===== src/rtl/level_driver.sv =====
// Rate-limited level output: requested levels are queued in a small FIFO and
// applied to `out` no more often than once every DUR clock edges.
module level_driver #(
  parameter int   FREQ  = 25_000_000,
  parameter int   LIMIT = 50_000,
  parameter int   DUR   = FREQ / LIMIT,
  parameter int   N     = 14,
  parameter int   DEPTH = 4,
  parameter logic INIT  = 1'b0
) (
  input  logic                     clock,
  input  logic                     reset_n,
  input  logic                     wr,
  input  logic                     wr_level,
  output logic                     ready,
  output logic                     out,
  output logic                     strobe,
  output logic                     busy,
  output logic [$clog2(DEPTH):0]   count,
  output logic                     overflow,
  output logic                     state_o
);

  localparam int AW = $clog2(DEPTH);

  localparam logic [0:0] IDLE = 1'b0;
  localparam logic [0:0] HOLD = 1'b1;

  localparam logic [N:0]  LOAD      = (N+1)'(DUR - 1);
  localparam logic [AW:0] DEPTH_CNT = (AW+1)'(DEPTH);

  logic [0:0]       state_q, state_d;
  logic [N:0]       cnt_q, cnt_d;
  logic             out_q, out_d;
  logic             strobe_q, strobe_d;
  logic             overflow_q;
  logic [DEPTH-1:0] mem_q;
  logic [AW-1:0]    rd_ptr_q, wr_ptr_q;
  logic [AW:0]      count_q, count_d;

  logic push, pop, eligible, head;

  // ready looks only at the registered count, so a pop in the same cycle
  // never lets a write into a full FIFO.
  assign ready    = (count_q < DEPTH_CNT);
  assign push     = wr && ready;
  assign eligible = (state_q == IDLE) || (cnt_q == '0);
  assign pop      = eligible && (count_q != '0);
  assign head     = mem_q[rd_ptr_q];

  always_comb begin
    state_d  = state_q;
    cnt_d    = cnt_q;
    out_d    = out_q;
    strobe_d = 1'b0;
    if (pop) begin
      // A popped level equal to the current output is discarded silently.
      if (head != out_q) begin
        out_d    = ~out_q;
        strobe_d = 1'b1;
        cnt_d    = LOAD;
        state_d  = HOLD;
      end
    end else if (state_q == HOLD) begin
      if (cnt_q != '0) begin
        cnt_d = cnt_q - 1'b1;
      end else begin
        state_d = IDLE;
      end
    end
  end

  always_comb begin
    count_d = count_q;
    case ({push, pop})
      2'b10:   count_d = count_q + 1'b1;
      2'b01:   count_d = count_q - 1'b1;
      default: count_d = count_q;
    endcase
  end

  always_ff @(posedge clock or negedge reset_n) begin
    if (!reset_n) begin
      state_q    <= IDLE;
      cnt_q      <= '0;
      out_q      <= INIT;
      strobe_q   <= 1'b0;
      overflow_q <= 1'b0;
      mem_q      <= '0;
      rd_ptr_q   <= '0;
      wr_ptr_q   <= '0;
      count_q    <= '0;
    end else begin
      state_q  <= state_d;
      cnt_q    <= cnt_d;
      out_q    <= out_d;
      strobe_q <= strobe_d;
      count_q  <= count_d;
      if (wr && !ready) begin
        overflow_q <= 1'b1;
      end
      if (push) begin
        mem_q[wr_ptr_q] <= wr_level;
        wr_ptr_q        <= wr_ptr_q + 1'b1;
      end
      if (pop) begin
        rd_ptr_q <= rd_ptr_q + 1'b1;
      end
    end
  end

  assign out      = out_q;
  assign strobe   = strobe_q;
  assign busy     = (state_q == HOLD) || (count_q != '0);
  assign count    = count_q;
  assign overflow = overflow_q;
  assign state_o  = state_q;

endmodule


===== config.mk =====
export PLATFORM = sky130hd
export DESIGN_NAME = level_driver
export DESIGN_NICKNAME = d
export VERILOG_FILES = /design/src/rtl/level_driver.sv
export SDC_FILE = /design/constraint.sdc
export NUM_CORES = 1
export LEC_CHECK = 0
export BUFFER_PORTS_ARGS = -buffer_cell sky130_fd_sc_hd__buf_2
export CORE_MARGIN = 8
export CORE_UTILIZATION = 40
export DETAILED_ROUTE_END_ITERATION = 16
export PLACE_DENSITY = 0.68
export SKIP_LAST_GASP = 1
export SYNTH_ARGS = -nofsm -noshare
export SYNTH_HDL_FRONTEND = slang
export SYNTH_SLANG_ARGS = --single-unit

===== constraint.sdc =====
create_clock -name clock -period 2.6 [get_ports clock]
set_clock_uncertainty 0.1 [all_clocks]
set_input_delay 0.13 -clock clock [delete_from_list [all_inputs] [get_ports clock]]
set_output_delay 0.13 -clock clock [all_outputs]
set_load 0.1 [all_outputs]

# Yosys cells after proc, flatten, opt, wreduce, memory -nomap -nowiden
# Cells that the tools add are included.
[word_totals] ram_bits=0 latchBits=0 out_inout_bits=9 elab_cells=55 memories=0 mem_bits_ro=0 in_bits=4 regBits=30
[classes] magnitude_cmp=4 multipliers=0 div_mod_pow=0 n_bitwise=2 eq_ne=4 n_reduce_logical=15 mux=16 n_shift=0 add_sub_neg=5
[ops] op="15-bit two-way mux" count=4
[ops] op="15-bit zero test" count=1
[ops] op="15-bit nonzero test" count=1
[ops] op="15-bit by 1-bit subtractor with 15-bit output, second input constant" count=1
[ops] op="1-bit two-way mux" count=8
[ops] op="2-bit by 3-bit less-than comparator with 1-bit output, second input constant" count=2
[ops] op="3-bit one-hot mux with 2 select lines" count=1
[ops] op="2-bit nonzero test" count=3
[ops] op="2-bit by 1-bit adder with 2-bit output, second input constant" count=2
[ops] op="4-bit bitwise mux" count=1
[ops] op="1-bit logical AND" count=4
[ops] op="3-bit by 1-bit adder with 3-bit output, second input constant" count=1
[ops] op="3-bit less-than comparator, second input constant" count=1
[ops] op="3-bit AND reduction" count=1
[ops] op="3-bit nonzero test" count=1
[ops] op="3-bit by 1-bit subtractor with 3-bit output, second input constant" count=1
[ops] op="1-bit binary-select mux with 2-bit select" count=1
[ops] op="1-bit demux with 2-bit select" count=1
[ops] op="2-bit by 1-bit == test with 1-bit output, second input constant" count=1
[ops] op="2-bit == test, second input constant" count=1
[ops] op="2-bit by 1-bit greater-or-equal comparator with 1-bit output, second input constant" count=1
[ops] op="1-bit logical OR" count=2
[ops] op="2-bit by 1-bit inequality test with 1-bit output, second input constant" count=1
[ops] op="1-bit NOT" count=2
[ops] op="3 further kinds" count=3

# Logic depth before layout (Yosys ltp)
[logic_depth] word_depth=5 mapped_depth=11 ltp_nobuf=11

# Worst setup path before layout
# Ideal clock, no wire load.
[synth_timing] path_kind="reg-to-reg" start="register count_q[1] (netlist: count[1])" end="register count_q[2] (netlist: count[2])" path_stages_with_launch=9 required_time_ns=2.344 t_arrival_ns=2.440 period_less_slack_ns=2.696 n_path_buf=0 path_slack_ns=-0.096 path_cell_list="dfrtp_1 > nor3_1 > a21oi_1 > ha_1 > inv_1 > fa_1 > xor2_1 > nor2_1 > xnor2_1"
[synth_between] elab_chain_len=4
[synth_lines] item="start, declared" line="39" rtl="logic [AW:0] count_q, count_d;"
[synth_lines] item="start signal, assigned" line="98" rtl="count_q <= count_d;"
[synth_lines] item="3-bit nonzero test (*)" line="48" rtl="assign pop = eligible && (count_q != '0);"
[synth_lines] item="1-bit logical AND (*)" line="48"
[synth_lines] item="named net pop" line="41" rtl="logic push, pop, eligible, head;"
[synth_lines] item="2-bit by 1-bit == test with 1-bit output or 2-bit == test (tied branches)" line="75" rtl="case ({push, pop})"
[synth_lines] item="3-bit one-hot mux with 2 select lines or 2-bit nonzero test (tied branches)"
# The timed path passes the listed nets; every way through them passes the cells marked *.
# A chain may end at the register's enable or synchronous reset.

# Worst setup path in the final report
[layout_timing] start="register cnt_q[1]" end="register count_q[2] (netlist: count[2])"
[layout_between] elab_chain_len=5
[layout_lines] item="start, declared" line="33" rtl="logic [N:0] cnt_q, cnt_d;"
[layout_lines] item="start signal, assigned" line="95" rtl="cnt_q <= cnt_d;"
[layout_lines] item="15-bit zero test (*)" line="47" rtl="assign eligible = (state_q == IDLE) || (cnt_q == '0);"
[layout_lines] item="1-bit logical OR (*)" line="47"
[layout_lines] item="1-bit logical AND (*)" line="48"
[layout_lines] item="named net pop" line="41"
[layout_lines] item="2-bit by 1-bit == test with 1-bit output or 2-bit == test (tied branches)" line="75"
[layout_lines] item="3-bit one-hot mux with 2 select lines or 2-bit nonzero test (tied branches)"
# Marks and branches as above.

==> run summary <==
==================================================================================================
Area of the die                                                                           6570 um2
Max Cap Viol                                                                                     0
Worst Path Class, Setup                                                                 reg -> reg
Crit Reg-Reg Startpoint                                                                   cnt_q[1]
FFs w/ async S/R, synth                                                                       100%
Power density over the cells                                                           1240 nW/um2
Min Tclk post-route                                                                        2.45 ns
Worst Hold Launch                                                                         wr_level
Net total in the final layout                                                                  202
Worst Path Max Fanout                                                                            4
P_leak                                                                                    0.884 nW
M3 GR Usage                                                                                  4.86%
Remaining number of nets flagged by the antenna check after routing                              0
Growth of design area from synthesis to finish                                               18.8%
FF+latch count, synth                                                                           30
Via count normalized by instance count                                                        5.75
Total number of vias                                                                          1391
Register area                                                                              754 um2
Portion of the clock cycle consumed by the worst path in the final layout                    94.4%
Number of synthesized flops with an enable pin                                                   0
Mapped cell area                                                                          1690 um2
Global routing usage on met2                                                                 20.5%
IO Count                                                                                        13
Design Area, Final                                                                        2010 um2
Setup TNS                                                                                     0 ns
Number of instances in the synthesized netlist                                                 162
Global-route wire length before repair                                                     6620 um
Number of warnings issued by yosys                                                               0
CTS sink cnt                                                                                    30
Worst hold margin                                                                        0.0224 ns
Post-synth net total                                                                           173
Detailed Route Iter0 Violations                                                                141
Hold Crit Class                                                                          in -> reg
Die extent in y                                                                            81.0 um
Final Instance Count excl. Fillers                                                             242
Post-detailed-route DRC marker count                                                             0
Share of the synthesized area in the top cell type                                           44.4%
Sequential cell area fraction in the yosys report                                            44.4%
Busiest layer in global routing                                                               met2
Result of the run                                                                     finished clean
Final antenna diode count                                                                        0
IO buf count                                                                                    12
Startpoint type of the worst setup path                                                  flip-flop
Clock tree from TritonCTS                                                                    built
Crit path DAT                                                                              2.56 ns
Placed inst area                                                                          1840 um2
PnR Total Power                                                                            2.50 mW
Peak supply drop                                                                          0.804 mV
Fraction of layout instances using a drive strength above 1                                  27.1%
Critical Path Sink Type                                                                  flip-flop
Total wire length                                                                          3850 um
Global placement routability congestion                                                      0.864
Half-perimeter wire length of the detailed placement result                                2680 um
Starting Density                                                                             42.0%
Clk_lat worst skew                                                                         0.29 ns
Data required time of the worst path                                                       2.71 ns
Fin. max-slew vios                                                                               0
Number of antenna violations at the first check in global routing                                0
Filler cell count in the final layout                                                          380
Master cell of the clock root buffer                                                      clkbuf_8
Via count of the first global-routing pass                                                    1419
Num CTS Buffers                                                                                  5
Biggest area contributors in the synthesized netlist                                  dfrtp_1 (44%), ha_1 (4.4%), inv_1 (3.6%)
CP startpoint                                                                             cnt_q[1]
Clock transition time at the flip-flop clock pins of the worst setup and hold paths        0.07 ns
Number of failing hold endpoints at the final stage                                              0
Finish-stage setup viols                                                                         0
Remaining max-slew budget at the tightest pin                                                54.6%
Pin count of the biggest net entering global routing                                            31
DR WL/cell                                                                                 15.9 um
H-tree Lvls                                                                                      2
Area of the core                                                                          4030 um2
Fmax                                                                                       408 MHz
Slew of the pin with the lowest slew margin                                               0.681 ns
Mapped Avg Cell Area                                                                      10.4 um2
Overall die width                                                                          81.0 um
Global Route met1 Usage                                                                      15.1%
Maximum buffer depth of the clock tree                                                           2
GRT Util Overall                                                                             12.9%
Row count                                                                                       23
Multi-input combinational cell area                                                        860 um2
Leading area contributor after synthesis                                                   dfrtp_1
Gr ovfl total                                                                                    0
Pre-Repair DR Iteration Count                                                                    4
Primary FF master, synth                                                                   dfrtp_1
Cells after DPL                                                                                227
Count of cell types in the netlist                                                              48
Unrepaired setup endpoints after global routing                                                 no
==================================================================================================
-- repair_timing --
| item | 4_1_cts | 5_1_grt |
|---|---|---|
| setup buffers | 0 | 5 |
| resized for setup | 0 | 3 |
| setup endpoints to repair | 0 | 1 |
| endpoints found under the hold margin | 31 | 0 |
| hold buffers | 2 | 0 |
-- synthesized netlist by cell type, drive strengths merged, types with 2 or more instances --
library cell and count:
buf 2, or3 7, o21ai 5, a31oi 3, clkbuf 3, inv 16, nor3 5, and3 2
a21oi 8, or4 2, nor2 2, nand2 16, o31ai 2, o211ai 4, nand3 3, nand4 5
mux2 5, o31a 2, nor4 4, o311ai 5, dfrtp 30, xnor2 4, xor2 4, ha 6
-- final cells by class --
| type | instances | share of cell area, % |
|---|---|---|
| flip-flops and latches | 30 | 37.5 |
| well taps | 50 | 3.11 |
| clock buffers | 6 | 4.11 |
| clock inverters | 2 | 0.623 |
| inverters | 16 | 2.99 |
| multi-input cells | 111 | 42.8 |
| repair buffers | 27 | 8.84 |
-- cells in the final DEF (no fill, tap or decap), drive strengths merged, types with 6 or more instances in the layout --
cell and n:
or3 7, ha 6, a21oi 8, clkbuf 6, inv 16, dfrtp 30
buf 25, nand2 16
-- sequential cells by signal (all words and copies together) (netlist names) --
| register | count |
|---|---|
| cnt_q | 15 |
| mem_q | 4 |
| count | 3 |
| rd_ptr_q | 2 |
| wr_ptr_q | 2 |
| out | 1 |
| overflow | 1 |
| state_o | 1 |
| strobe | 1 |
-- critical path: stages, from the launching register on --
cell and delay, ns:
dfrtp_1 0.41, inv_1 0.09, ha_2 0.20, nor3b_4 0.24, nand4_4 0.12, a21oi_4 0.17, ha_2 0.20, inv_1 0.05
fa_1 0.37, xor2_1 0.18, nor2_1 0.12, xnor2_1 0.12
-- path summary, 6_finish.rpt --
kind / endpoint / slack (ns) / cells after the start
hold reg to reg: overflow / 0.36 / 1
min in group asynchronous: cnt_q[8] / 0.30 / 2
setup / recovery: count[2] / 0.15 / 11
setup reg to reg: count[2] / 0.15 / 11
max in group asynchronous: count[0] / 1.61 / 2
hold / removal: mem_q[2] / 0.02 / 2
-- kinds of logic after synthesis --
kind of cell | Yosys count | share of synthesized area (%)
DFF | 30 | 44.4
AOI/OAI and AO/OA | 37 | 15.5
muxes | 6 | 4.66
adders and majority gates | 7 | 5.62
xor gates and xnor gates | 8 | 4.14
and+or+nand+nor | 53 | 19.6
buffers and inverters | 21 | 6.14
-- layer usage --
metal | routed length (um) | share of wire [%]
met5 | 0 | 0
met4 | 85 | 2.2
met3 | 215 | 5.6
met2 | 1860 | 48
met1 | 1680 | 44
-- per-stage QoR --
stage | utilization, % | setup WS [ns]
6_report | 49.9 | 0.147
3_3_place_gp | 45.8 | 0.152
2_1_floorplan | - | 0.0556
4_1_cts | 48.6 | 0.0313
5_1_grt | 49.9 | 0.00851
3_5_place_dp | 45.8 | 0.0540
-- power breakdown --
part	total, mW	internal (mW)	leakage, nW	switching, mW
Combinational	1.23	0.446	0.479	0.782
Clock	0.401	0.212	0.0472	0.189
Sequential	0.868	0.654	0.358	0.213
Total	2.50	1.31	0.884	1.18
Power figures use the tool's default switching activity.
